===== src/rtl/pilha_pkg.sv =====
// Shared definitions for the data stack: command encodings and default word width.
// No logic; referenced by pilha_stack and pilha_regfile.
// Command encodings match what the control unit drives on its stack-write interface.
package pilha_pkg;

  localparam int DATA_W_DEF = 8;

  localparam logic [1:0] CMD_NOP      = 2'b00;
  localparam logic [1:0] CMD_PUSH     = 2'b01;
  localparam logic [1:0] CMD_POP      = 2'b10;
  localparam logic [1:0] CMD_REPLACE2 = 2'b11;

endpackage


===== src/rtl/pilha_regfile.sv =====
// Stack storage: DEPTH x DATA_W register array, one synchronous write port, two async read ports.
// Write takes effect on the rising edge; reads are combinational (zero latency).
// No backpressure; the caller guards every write. Contents are not reset.
module pilha_regfile
  import pilha_pkg::*;
#(
  parameter int DATA_W = DATA_W_DEF,
  parameter int DEPTH  = 16,
  parameter int AW     = $clog2(DEPTH)
) (
  input  logic              clock,
  input  logic              we,
  input  logic [AW-1:0]     waddr,
  input  logic [DATA_W-1:0] wdata,
  input  logic [AW-1:0]     raddr0,
  input  logic [AW-1:0]     raddr1,
  output logic [DATA_W-1:0] rdata0,
  output logic [DATA_W-1:0] rdata1
);

  logic [DATA_W-1:0] mem [DEPTH];

  // Single write port; storage has no reset so it maps onto plain flops or LUT RAM.
  always_ff @(posedge clock) begin
    if (we) mem[waddr] <= wdata;
  end

  assign rdata0 = mem[raddr0];
  assign rdata1 = mem[raddr1];

endmodule


===== src/rtl/pilha_stack.sv =====
// Data stack responder for the control unit: PUSH / POP / REPLACE2 with TOS/NOS exposed to the datapath.
// Latency 1: command results (state, ack/err, flags) are visible the cycle after the command.
// Never stalls; a command that cannot complete is dropped and reported via err plus a sticky flag.
module pilha_stack
  import pilha_pkg::*;
#(
  parameter int DATA_W = DATA_W_DEF,
  parameter int DEPTH  = 16,
  parameter int SP_W   = $clog2(DEPTH) + 1
) (
  input  logic              clock,
  input  logic              reset,
  input  logic              cmd_valid,
  input  logic [1:0]        cmd,
  input  logic [DATA_W-1:0] cmd_data,
  input  logic              flush,
  output logic [DATA_W-1:0] tos,
  output logic [DATA_W-1:0] nos,
  output logic [DATA_W-1:0] pop_data,
  output logic [SP_W-1:0]   count,
  output logic              empty,
  output logic              full,
  output logic              ack,
  output logic              err,
  output logic              overflow,
  output logic              underflow
);

  localparam int AW = $clog2(DEPTH);
  localparam logic [SP_W-1:0] SP_ZERO = '0;
  localparam logic [SP_W-1:0] SP_ONE  = SP_W'(1);
  localparam logic [SP_W-1:0] SP_TWO  = SP_W'(2);
  localparam logic [SP_W-1:0] SP_FULL = SP_W'(DEPTH);

  // sp counts entries; sp-1 addresses TOS, sp-2 addresses NOS.
  logic [SP_W-1:0]   sp;
  logic [AW-1:0]     idx_tos, idx_nos, waddr;
  logic [DATA_W-1:0] rd_tos, rd_nos;
  logic              live, issued;
  logic              push_ok, push_rej, pop_ok, pop_rej, rep_ok, rep_rej, we;

  // Indices wrap when sp<2, but the read data is masked off in that case.
  assign idx_tos = AW'(sp - SP_ONE);
  assign idx_nos = AW'(sp - SP_TWO);

  // Decode the command against the stack fill level; reset and flush suppress it entirely.
  always_comb begin
    live     = cmd_valid && !flush && !reset;
    issued   = live && (cmd != CMD_NOP);
    push_ok  = live && (cmd == CMD_PUSH) && (sp != SP_FULL);
    push_rej = live && (cmd == CMD_PUSH) && (sp == SP_FULL);
    pop_ok   = live && (cmd == CMD_POP) && (sp != SP_ZERO);
    pop_rej  = live && (cmd == CMD_POP) && (sp == SP_ZERO);
    rep_ok   = live && (cmd == CMD_REPLACE2) && (sp >= SP_TWO);
    rep_rej  = live && (cmd == CMD_REPLACE2) && (sp < SP_TWO);
    we       = push_ok || rep_ok;
    // REPLACE2 overwrites NOS (which becomes the new TOS); PUSH writes just above TOS.
    waddr    = rep_ok ? idx_nos : AW'(sp);
  end

  pilha_regfile #(
    .DATA_W (DATA_W),
    .DEPTH  (DEPTH),
    .AW     (AW)
  ) u_regfile (
    .clock  (clock),
    .we     (we),
    .waddr  (waddr),
    .wdata  (cmd_data),
    .raddr0 (idx_tos),
    .raddr1 (idx_nos),
    .rdata0 (rd_tos),
    .rdata1 (rd_nos)
  );

  // Stack pointer, pop result, handshake pulses and sticky flags; reset > flush > command.
  always_ff @(posedge clock) begin
    if (reset) begin
      sp        <= SP_ZERO;
      pop_data  <= '0;
      ack       <= 1'b0;
      err       <= 1'b0;
      overflow  <= 1'b0;
      underflow <= 1'b0;
    end else begin
      ack       <= issued;
      err       <= push_rej || pop_rej || rep_rej;
      overflow  <= overflow || push_rej;
      underflow <= underflow || pop_rej || rep_rej;
      if (flush)                 sp <= SP_ZERO;
      else if (push_ok)          sp <= sp + SP_ONE;
      else if (pop_ok || rep_ok) sp <= sp - SP_ONE;
      if (pop_ok) pop_data <= rd_tos;
    end
  end

  assign count = sp;
  assign empty = (sp == SP_ZERO);
  assign full  = (sp == SP_FULL);
  assign tos   = (sp != SP_ZERO) ? rd_tos : '0;
  assign nos   = (sp >= SP_TWO) ? rd_nos : '0;

endmodule


===== config.mk =====
export PLATFORM = sky130hd
export DESIGN_NAME = pilha_stack
export DESIGN_NICKNAME = d
export VERILOG_FILES = /design/src/rtl/pilha_pkg.sv /design/src/rtl/pilha_regfile.sv /design/src/rtl/pilha_stack.sv
export SDC_FILE = /design/constraint.sdc
export NUM_CORES = 1
export LEC_CHECK = 0
export ABC_AREA = 1
export BUFFER_PORTS_ARGS = -buffer_cell sky130_fd_sc_hd__buf_2
export CORE_MARGIN = 3
export CORE_UTILIZATION = 50
export CTS_BUF_LIST = sky130_fd_sc_hd__clkbuf_8
export CTS_CLUSTER_DIAMETER = 150
export DETAILED_ROUTE_END_ITERATION = 12
export PLACE_DENSITY = 0.72
export SYNTH_ARGS = -nofsm -noshare
export SYNTH_HDL_FRONTEND = slang
export SYNTH_SLANG_ARGS = --single-unit

===== constraint.sdc =====
create_clock -name clock -period 5.8 [get_ports clock]
set_clock_uncertainty 0.1 [all_clocks]
set_input_delay 0.58 -clock clock [delete_from_list [all_inputs] [get_ports clock]]
set_output_delay 0.58 -clock clock [all_outputs]
set_load 0.05 [all_outputs]

* Word level (Yosys, flattened, before mapping)
Memory sizes are Yosys's and may differ from the RTL's.
Index checks and enable logic that the tools add are counted.
** Storage, ports and cells
- Register bits :: 17
- RAM bits :: 128
- Bits of input ports :: 14
- Output and inout port bits :: 35
- Word-level logic and storage cells :: 50
- Memories kept :: 1
** Memory list
- u_regfile.mem :: words 16, bits a word 8, rd ports 2, clocked after Yosys merged registers in 0, write ports 1, RTL line pilha_regfile.sv:21 : logic [DATA_W-1:0] mem [DEPTH];
** Operators by class
- Add/sub/neg operators :: 3
- $lt $le $gt $ge :: 2
- Equal/unequal tests :: 5
- Mux-type cells :: 7
- Reductions and logical operators :: 26
** Operators by type and width (count)
- 8-bit 2-to-1 mux :: 2
- 1-bit logical AND :: 12
- 5-bit 2-to-1 mux :: 2
- 1-bit logical OR :: 7
- 5-bit by 1-bit adder with 5-bit output (second input constant) :: 1
- 5-bit == test (second input constant) :: 1
- 5-bit by 2-bit >= comparator with 1-bit output (second input constant) :: 1
- 5-bit zero test :: 1
- 5-bit by 2-bit less-than comparator with 1-bit output (second input constant) :: 1
- 5-bit != test (second input constant) :: 1
- 5-bit nonzero test :: 1
- 5-bit by 1-bit subtractor with 5-bit output (second input constant) :: 1
- 2-bit == test (second input constant) :: 2
- 4-bit 2-to-1 mux :: 1
- 2-bit nonzero test :: 2
- 4-bit by 2-bit subtractor with 4-bit output (second input constant) :: 1
- 2-bit by 1-bit == test with 1-bit output (second input constant) :: 1
- 1-bit zero test :: 2
- 1-bit 2-to-1 mux :: 2
- 2-bit OR reduction :: 1

* Depth between registers and ports, before layout
Gate-level depths: netlist (run 1).
- Depth in word-level cells :: 8
- Gate-level depth with buffers :: 13
- Mapped depth without buffers :: 11

* Modules after synthesis
A second synthesis (run 1) with hierarchy kept.
** Second synthesis, totals
- Cell total of the unflattened synthesis :: 1017
- Area, all modules :: 8157.8 um2
** By module, submodules not included
- pilha_regfile :: instances 1, cells an instance 835, area an instance 6939.2 um2, sequential area each 3843.7 um2
- pilha_stack :: instances 1, cells an instance 182, area an instance 1218.7 um2, sequential area each 340.3 um2

* Worst setup path after synthesis (run 1)
No wires, ideal clock.
- Kind :: reg2out
- From :: register sp[1] (netlist: count[1])
- To :: output port tos[1]
- Data arrival time :: 3.169 ns
- Data required time :: 5.120 ns
- Path slack :: 1.951 ns
- Stages on the path, launching flop included :: 12
- Buffers on the path :: 4
- Cell sequence :: dfxtp_1 > buf_2 > clkinv_1 > buf_2 > ha_1 > buf_2 > inv_1 > clkbuf_1 > nand3_1 > nand3_1 > nand3_1 > a21oi_1
** Between the ends
- Longest elaborated chain between the ends :: 3
- Elaborated cells between the ends (all ways) :: 4
- Those cells by class :: add/sub: 1; mux: 1; reduce/logical: 1; memory: 1
** Ends and longest elaborated chain
- start: declaration :: RTL line pilha_stack.sv:36 : logic [SP_W-1:0] sp;
- start signal: assignment :: RTL line pilha_stack.sv:91 : else if (push_ok) sp <= sp + SP_ONE;
- start signal: assignment :: RTL line pilha_stack.sv:92 : else if (pop_ok || rep_ok) sp <= sp - SP_ONE;
- 5-bit by 1-bit subtractor with 5-bit output
- memory 16 x 8 bit
- 8-bit 2-to-1 mux (*) :: RTL line pilha_stack.sv:100 : assign tos = (sp != SP_ZERO) ? rd_tos : '0;
- end: declaration :: RTL line pilha_stack.sv:17 : output logic [DATA_W-1:0] tos,
Every way passes the cells marked *; elsewhere a longest branch is shown, timed or not.

* Worst setup path in the final report (run 1)
- From :: register sp[0] (netlist: count[0])
- To :: output port tos[7]
The elaborated chain is that of the path after synthesis.

==> results of run 1 <==
worst max-delay path, cell delays in order (launching register included):
cell and delay, ns:
dfxtp_4 0.88, inv_2 0.07, ha_1 0.31, buf_4 0.27, inv_1 0.95, nand3_1 0.23, nand3_1 0.18, nand3_1 0.17
a21oi_1 0.19, buf_2 0.29
registers in the layout, summed over array words and instances (netlist names):
signal and cells:
ack 1, pop_data 8, err 1, overflow 1, u_regfile.mem 128, count 5
underflow 1
logic make-up after synthesis:
logic type               share of synthesized area
buffers and inverters                       0.0914
AND/OR/NAND/NOR                              0.233
adder cells (fa/ha/maj)                     0.0112
flip-flops                                   0.535
XOR/XNOR                                    0.0168
AO/OA/AOI/OAI                                0.112
path summary, 6_finish.rpt:
kind / startpoint / endpoint / depth (start not counted)
setup / recovery: count[0]$_SDFFE_PP0P_ / tos[7] / 9
setup reg to reg: count[2]$_SDFFE_PP0P_ / u_regfile.mem[8][5]$_DFFE_PP_ / 6
hold / removal: cmd[1] / ack$_SDFF_PP0_ / 3
hold reg to reg: overflow$_SDFF_PP0_ / overflow$_SDFF_PP0_ / 2
metal layers:
metal  track usage  vias up
met1         0.339     2981
met2         0.410      315
met3        0.0654       44
met5             0        -
met4        0.0938        2
li1              -     3089
area by class of cell:
| cell class | instances | area [sq um] |
|---|---|---|
| clock buffer | 17 | 234 |
| clock inverter | 15 | 169 |
| fill | 1388 | 6750 |
| inverter | 121 | 457 |
| multi-input combinational | 596 | 2920 |
| sequential | 145 | 4190 |
| tap | 211 | 264 |
| timing repair buffer | 53 | 278 |
power by group:
part           switching (mW)  total (mW)  internal, mW
registers             0.00296        1.14          1.13
logic                  0.0834       0.107        0.0234
clock network           0.404       0.826         0.422
total                   0.490        2.07          1.58
placed cells by master, fill, tap and decap left out:
cell type,instances
nand2_1,220
nand3_1,134
edfxtp_1,128
inv_1,116
o21ai_0,74
a21oi_1,61
buf_2,48
nor2_1,45
o211ai_1,24
clkbuf_8,17
dfxtp_1,15
ha_1,7
xor2_2,6
nand2_2,5
buf_4,5
inv_2,4
nor2_2,4
nor2_4,3
clkinv_1,3
o21ai_1,3
bufinv_16,3
clkinvlp_4,3
nand3_2,2
nand4_1,2
inv_6,2
clkinv_4,2
clkinv_2,2
inv_4,1
nand2_4,1
xnor2_2,1
nand2_8,1
xnor2_1,1
xor2_1,1
o21bai_1,1
dfxtp_4,1
dfxtp_2,1
==> results.toml, run 1 <==
[routing]
dr.pass1.iters = 6
detail-route-antenna-nets = 0
first_iter_violations = 769
met2_length_mm = 9.96
wirelength_mm = 21.6
routed_via_density = 5.55
wl_met1_mm = 9.20
vias = 6431
wl_per_cell_um = 18.7
wl_met3_mm = 1.86
routed.top_layer = "met5"
drcViolationCount = 0

[pwr]
powerDensity_mw_per_mm2 = 243
p_leak_nw = 3.47
vdd_drop_max_mv = 0.143
total_power_mw = 2.07

[sta]
rsz0062_at_grt = "false"
finalHoldViolations = 0
clock.fmax_mhz = 211
maxSlewViolCount = 0
finalSetupViolCount = 0
hold_ws_ns = 0.302
period_minus_slack_ns = 4.73
worst_pin_slew_ns = 1.24
max_slew_margin = 0.171
finalCritPeriodShare = 0.816
fin_tns_setup_ns = 0
setup_ws_ns = 1.07

[clock_network]
post_cts_resized = 0
htree_num_levels = 4
cts_tree = "done"
cts_buffers = 17
cts.path.max_buffers = 2
clkTransAtPathRegs_ns = 0.08
postCtsSetupBuffers = 0
clockRootBuffer = "clkbuf_8"
clock_latency_ns = 0.45
ctsHoldBuffers = 0
numClockSinks = 145

[global_routing]
track_usage = 0.257
grt_pass1_wl_mm = 32.2
grt_max_degree = 112
grt_pass1_vias = 5703
grt-ovfl-total = 0
antenna_found_initial = 1

[status]
status = "finished clean"

[synth]
yosys-top-cells-count = "nand2_1, nand3_1, edfxtp_1"
synth_cell_types = 31
ys_seq_area_frac = 0.535
yosys_most_used_dff = "edfxtp_1"
netlist_instances = 916
yosysTopAreaCell = "edfxtp_1"
synth_edf_count = 128
synth.most_common_cell = "nand2_1"
synthTopCellsByArea = "edfxtp_1, nand2_1, nand3_1, inv_1, o21ai_0"
synth.avg_cell_area_sq_um = 8.53
yosys.area.top_type_share = 0.492
synthesis.nets = 937
synth_warnings = 0
yosys_register_bits = 145
synthArstFlopShare = 0
netlist_area_sq_mm = 0.00781

[worst_setup_path]
cp.required_ns = 5.12
critPathCaptureType = "output port"
crit_fanout = 92
r2r_slack_ns = 1.67
start_kind = "flop"
cp_data_arrival_time_ns = 4.05
path_class = "flop to output port"

[finish]
fin_util = 0.558
fin_nets = 955
design_area_sq_mm = 0.00851
diodes = 0
drive_gt1_frac = 0.118
area_delta_synth_final_pct = 8.85
finalNonFillerCells = 1158

[placed_design]
routabilityCongestion = 0.912
place_area_sq_mm = 0.00810
portBuffers = 48
post-place-ws_ns = 1.59
dp.cells = 1126
dp_hpwl_mm = 14.3

[floorplanning]
die_area_sq_mm = 0.0172
dieWidth_um = 131
num_io_pins = 49
die_y_um = 131
core_sq_mm = 0.0153
rows = 45
start_util = 0.512

[hold_path]
hold_class = "primary input to flop"

[run]
drv_cap = 0
No activity file was read; power rests on OpenSTA's default activity.
==> run 2, diff against run 1 <==
- ABC_AREA: 1 -> 0
- PLACE_DENSITY: 0.72 -> 0.75
- clock period: 5.8 -> 4 ns (I/O delays scaled with it)
==> results.toml, run 2 <==
[finish]
final_common_cell = "edfxtp_1"
area_delta_synth_final_pct = 12.1
diodes = 0
regMostFlops = "u_regfile.mem"
drive_gt1_frac = 0.334
largest_reg_flops = 128
finalNonFillerCells = 653
mostFrequentLayoutCells = "edfxtp_1, mux4_2, buf_2, mux4_1, nor2_1"
fin_nets = 482

[synth]
ys_seq_area_frac = 0.581
synth_edf_count = 128
yosysTopAreaCell = "edfxtp_1"
yosys.area.top_type_share = 0.534
yosys_most_used_dff = "edfxtp_1"
yosys_register_bits = 145
synth_warnings = 0
synthArstFlopShare = 0
synthTopCellsByArea = "edfxtp_1, mux4_2, mux4_1, dfxtp_1, nor2b_1"
synthesis.nets = 418
synth.avg_cell_area_sq_um = 18.1
synth.most_common_cell = "edfxtp_1"
synth_cell_types = 48
netlist_instances = 397
yosys-top-cells-count = "edfxtp_1, mux4_2, mux4_1"
netlist_area_sq_mm = 0.00720

[run]
drv_cap = 0

[placed_design]
dp.cells = 622
routabilityCongestion = 0.841
post-place-ws_ns = 0.665
dp_hpwl_mm = 10.6
portBuffers = 48

[pwr]
total_power_mw = 3.01
p_leak_nw = 2.72
vdd_drop_max_mv = 0.237
powerDensity_mw_per_mm2 = 373

[clock_network]
cts.path.max_buffers = 2
ctsHoldBuffers = 0
cts_buffers = 17
numClockSinks = 145
post_cts_resized = 0
postCtsSetupBuffers = 0
clock_latency_ns = 0.45
clkTransAtPathRegs_ns = 0.08
cts_tree = "done"
clockRootBuffer = "clkbuf_8"
htree_num_levels = 4

[sta]
finalCritPeriodShare = 0.948
rsz0062_at_grt = "false"
clock.fmax_mhz = 264
finalHoldViolations = 0
max_slew_margin = 0.174
setup_ws_ns = 0.210
worst_pin_slew_ns = 1.23
period_minus_slack_ns = 3.79
finalSetupViolCount = 0
fin_tns_setup_ns = 0
maxSlewViolCount = 0

[routing]
wl_per_cell_um = 24.3
dr.pass1.iters = 5
wirelength_mm = 15.9
detail-route-antenna-nets = 0
routed_via_density = 6.33
first_iter_violations = 565
vias = 4136
drcViolationCount = 0

[global_routing]
grt-ovfl-total = 0
track_usage = 0.211
grt_pass1_wl_mm = 24.9
grt_max_degree = 40
antenna_found_initial = 1
grt_pass1_vias = 4138

[floorplanning]
start_util = 0.515
die_area_sq_mm = 0.0159
num_io_pins = 49
rows = 43
core_sq_mm = 0.0140
die_y_um = 126
dieWidth_um = 126

[worst_setup_path]
path_cells = "inv_1, ha_1, a21boi_4, xor2_2, buf_4, mux4_2, nor2b_1, buf_2"
crit_family = "buffers and inverters"
critPathCaptureType = "output port"
crit_fanout = 13
cp_data_arrival_time_ns = 3.29
path_class = "flop to output port"
critPathSlowestCell = "dfxtp_1"
start_kind = "flop"
critPathMaxStageDelay_ns = 0.59
cp.required_ns = 3.50
path_buf_inv = 3

[status]
status = "finished clean"

[hold_path]
hold_class = "primary input to flop"
## run 2: cell count changes after synthesis, moves of 17 or more
cell	previous run	this run
a21oi_1	61	4
clkbuf_1	25	8
inv_1	114	7
mux4_1	0	31
mux4_2	0	48
nand2_1	220	17
nand3_1	134	3
nor2_1	45	26
nor2b_1	0	19
o211ai_1	24	0
o21ai_0	74	10
## run 2: cells by family (layout without fill, tap and decap cells)
group | count (synthesis) | in the layout | share of synthesized area
flops | 145 | 145 | 0.581
simple gates | 93 | 93 | 0.0685
mux | 86 | 86 | 0.275
buf+inv | 32 | 108 | 0.0268
compound gates | 29 | 29 | 0.0290
fa+ha+maj | 7 | 7 | 0.0122
xor+xnor | 5 | 5 | 0.00713
## run 2: stage by stage
step | util | hold WS [ns] | area, sq um
after floorplan | - | 0.377 | 7200
after global placement | 0.550 | 0.351 | 7690
after detailed placement | 0.550 | 0.363 | 7690
after CTS | 0.577 | 0.105 | 8070
after global routing | 0.577 | 0.129 | 8070
final | 0.577 | 0.130 | 8070
## run 2: power by group
part | leakage (nW) | total [mW] | switching [mW] | internal, mW
clock network | 0.202 | 1.14 | 0.536 | 0.600
registers | 1.29 | 1.65 | 0.00398 | 1.65
logic | 1.23 | 0.221 | 0.139 | 0.0820
total | 2.72 | 3.01 | 0.678 | 2.33
## run 2: layout make-up
class | instances | area (sq um)
Timing Repair Buffer | 70 | 418
Multi-Input combinational cell | 220 | 2830
Clock buffer | 17 | 234
Sequential cell | 145 | 4190
Clock inverter | 14 | 150
Inverter | 7 | 26.3
Fill cell | 1015 | 5920
Tap cell | 180 | 225
## run 2: final timing paths
| path | depth (start not counted) | start | end | slack, ns |
|---|---|---|---|---|
| worst max-delay path | 8 | count[2]$_SDFFE_PP0P_ | tos[3] | 0.21 |
| worst min-delay path | 2 | flush | count[0]$_SDFFE_PP0P_ | 0.13 |
| worst max register to register | 7 | count[2]$_SDFFE_PP0P_ | u_regfile.mem[6][0]$_DFFE_PP_ | 0.64 |
| worst min register to register | 2 | overflow$_SDFF_PP0_ | overflow$_SDFF_PP0_ | 0.37 |
## run 2: per-layer routing
layer,vias to the layer above,share of wire,GRT usage
met2,181,0.50,0.336
met5,-,0.00082,0
met1,2151,0.41,0.293
li1,1774,-,-
met3,28,0.069,0.0462
met4,2,0.017,0.0713
==> run 3, diff against run 2 <==
- ABC_AREA: 0 -> 1
- PLACE_DENSITY: 0.75 -> 0.74
- SYNTH_HIERARCHICAL: unset -> 1
==> results.toml, run 3 <==
[status]
status = "finished clean"

[pwr]
p_leak_nw = 4.24
p_sw_frac = 0.223
power.switching_mw = 0.672
clkPwrFrac = 0.400
power_frac_seq = 0.546
p_int_mw = 2.35
powerDensity_mw_per_mm2 = 339
pwr-share-comb = 0.055
vdd_drop_max_mv = 0.213
total_power_mw = 3.02

[global_routing]
grt_max_degree = 75
antenna_found_initial = 0
grt_pass1_wl_mm = 33.2
grt_pass1_vias = 6125
track_usage = 0.244
grt-ovfl-total = 0

[clock_network]
numClockSinks = 145
clock_latency_ns = 0.46
ctsHoldBuffers = 0
cts_tree = "done"
clkTransAtPathRegs_ns = 0.08
post_cts_resized = 0
postCtsSetupBuffers = 0
cts_buffers = 17
htree_num_levels = 4
clockRootBuffer = "clkbuf_8"
cts.path.max_buffers = 2

[routing]
routed.top_layer = "met4"
detail-route-antenna-nets = 0
drcViolationCount = 0
wl_per_cell_um = 17.1
vias = 6952
wirelength_mm = 22.0
wl_met1_mm = 8.97
wl_met3_mm = 2.55
routed_via_density = 5.40
first_iter_violations = 1103
dr.pass1.iters = 6
met2_length_mm = 9.90

[sta]
maxSlewViolCount = 0
finalCritPeriodShare = 0.899
finalSetupViolCount = 0
max_slew_margin = 0.242
period_minus_slack_ns = 3.59
finalHoldViolations = 0
fin_tns_setup_ns = 0
worst_pin_slew_ns = 1.14
clock.fmax_mhz = 278
rsz0062_at_grt = "false"

[floorplanning]
num_io_pins = 49
start_util = 0.512
die_y_um = 134
core_sq_mm = 0.0159
dieWidth_um = 134
rows = 46
die_area_sq_mm = 0.0179

[synth]
synth_warnings = 6
yosys_register_bits = 145
synthTopCellsByArea = "edfxtp_1, nand2_1, nand3_1, inv_1, dfxtp_1"
synthMuxAreaShare = 0
yosys-top-cells-count = "nand2_1, nand3_1, inv_1"
synth.most_common_cell = "nand2_1"
netlist_area_sq_mm = 0.00816
synthArstFlopShare = 0
synth_xor_area_frac = 0.00537
synthesis.nets = 1038
yosysTopAreaCell = "edfxtp_1"
ys_seq_area_frac = 0.513
synthSimpleGateAreaFrac = 0.333
synth_edf_count = 128
synth_top_family_by_area = "simple AND/OR/NAND/NOR gates"
yosys.area.top_type_share = 0.471
synth.avg_cell_area_sq_um = 8.02
synth_cell_types = 26
synth-compound-area-share = 0.0104
synth_fa_ha_area_frac = 0.0107
yosys_most_used_dff = "edfxtp_1"
netlist_instances = 1017

[finish]
regMostFlops = "u_regfile/mem"
largest_reg_flops = 128
multiInputGateArea_sq_mm = 0.00294
final_common_cell = "nand2_1"
regArea_sq_mm = 0.00419
diodes = 0
fillers = 1503
drive_gt1_frac = 0.116
area_delta_synth_final_pct = 9.16
fin_util = 0.559
mostFrequentLayoutCells = "nand2_1, nand3_1, inv_1, edfxtp_1, nor2_1"
fin_nets = 1080

[run]
drv_cap = 0

[worst_setup_path]
crit_fanout = 32
path_class = "flop to output port"
critPathMaxStageDelay_ns = 0.49
critPathCaptureType = "output port"
cpMostUsedCell = "nand3_1"
path_cells = "inv_2, ha_1, inv_1, inv_2, nand3_1, nand3_1, nand3_1, nand2_1, nand2_1, inv_1, buf_2"
cp.required_ns = 3.50
cp_data_arrival_time_ns = 3.09
start_kind = "flop"
critPathSlowestCell = "inv_2"

[hold_path]
hold_class = "primary input to flop"

[placed_design]
routabilityCongestion = 0.883
portBuffers = 48
dp_hpwl_mm = 14.2
==> run 3: logic make-up (layout without fill, tap and decap cells) <==
| kind of cell | after synthesis | count (layout) |
|---|---|---|
| adders and majority gates | 7 | 7 |
| and+or+nand+nor | 615 | 615 |
| DFF | 145 | 145 |
| AOI/OAI and AO/OA | 17 | 17 |
| buffers and inverters | 228 | 282 |
| xor gates and xnor gates | 5 | 5 |
==> run 3: final cells by class <==
class | instances | share of cell area
clock inverters | 14 | 0.0194
repair buffers | 75 | 0.0497
well taps | 216 | 0.0303
flip-flops and latches | 145 | 0.470
clock buffers | 17 | 0.0263
multi-input cells | 644 | 0.330
inverters | 176 | 0.0745
==> run 3: layer usage <==
layer / vias to the layer above / global-route usage
met1: 3166 / 0.342
met5: - / 0
met4: 0 / 0.0920
li1: 3318 / -
met3: 53 / 0.0642
met2: 415 / 0.365
==> run 3: power groups by stage <==
stage	combinational (mW)	sequential, mW	clock, mW
global route	0.177	1.65	1.29
finish	0.165	1.65	1.21
detailed placement	0.163	1.68	0
floorplan	0.0956	1.69	0
global placement	0.162	1.68	0
CTS	0.163	1.65	1.23
==> run 3: worst paths after layout <==
kind	cells past startpoint	start	slack, ns	to
worst max-delay path	11	count[0]$_SDFFE_PP0P_	0.41	tos[4]
worst min-delay path	2	reset	0.07	overflow$_SDFF_PP0_
worst max register to register	11	count[1]$_SDFFE_PP0P_	0.79	u_regfile/mem[9][1]$_DFFE_PP_
worst min register to register	2	overflow$_SDFF_PP0_	0.36	overflow$_SDFF_PP0_
==> run 3: stage by stage <==
step,instances,instance area (sq um),hold WS [ns],setup slack [ns]
floorplan,1017,8160,0.369,0.878
global placement,1256,8500,0.342,0.995
detailed placement,1256,8500,0.360,0.858
CTS,1287,8900,0.0487,0.458
global route,1287,8900,0.0597,0.243
finish,1287,8900,0.0698,0.405
==> run 3: worst max-delay path, delay by kind of cell (launching register included) <==
kind | cells | cell delay, ns
adders and majority gates | 1 | 0.26
DFF | 1 | 0.33
and+or+nand+nor | 5 | 0.71
buffers and inverters | 5 | 1.29
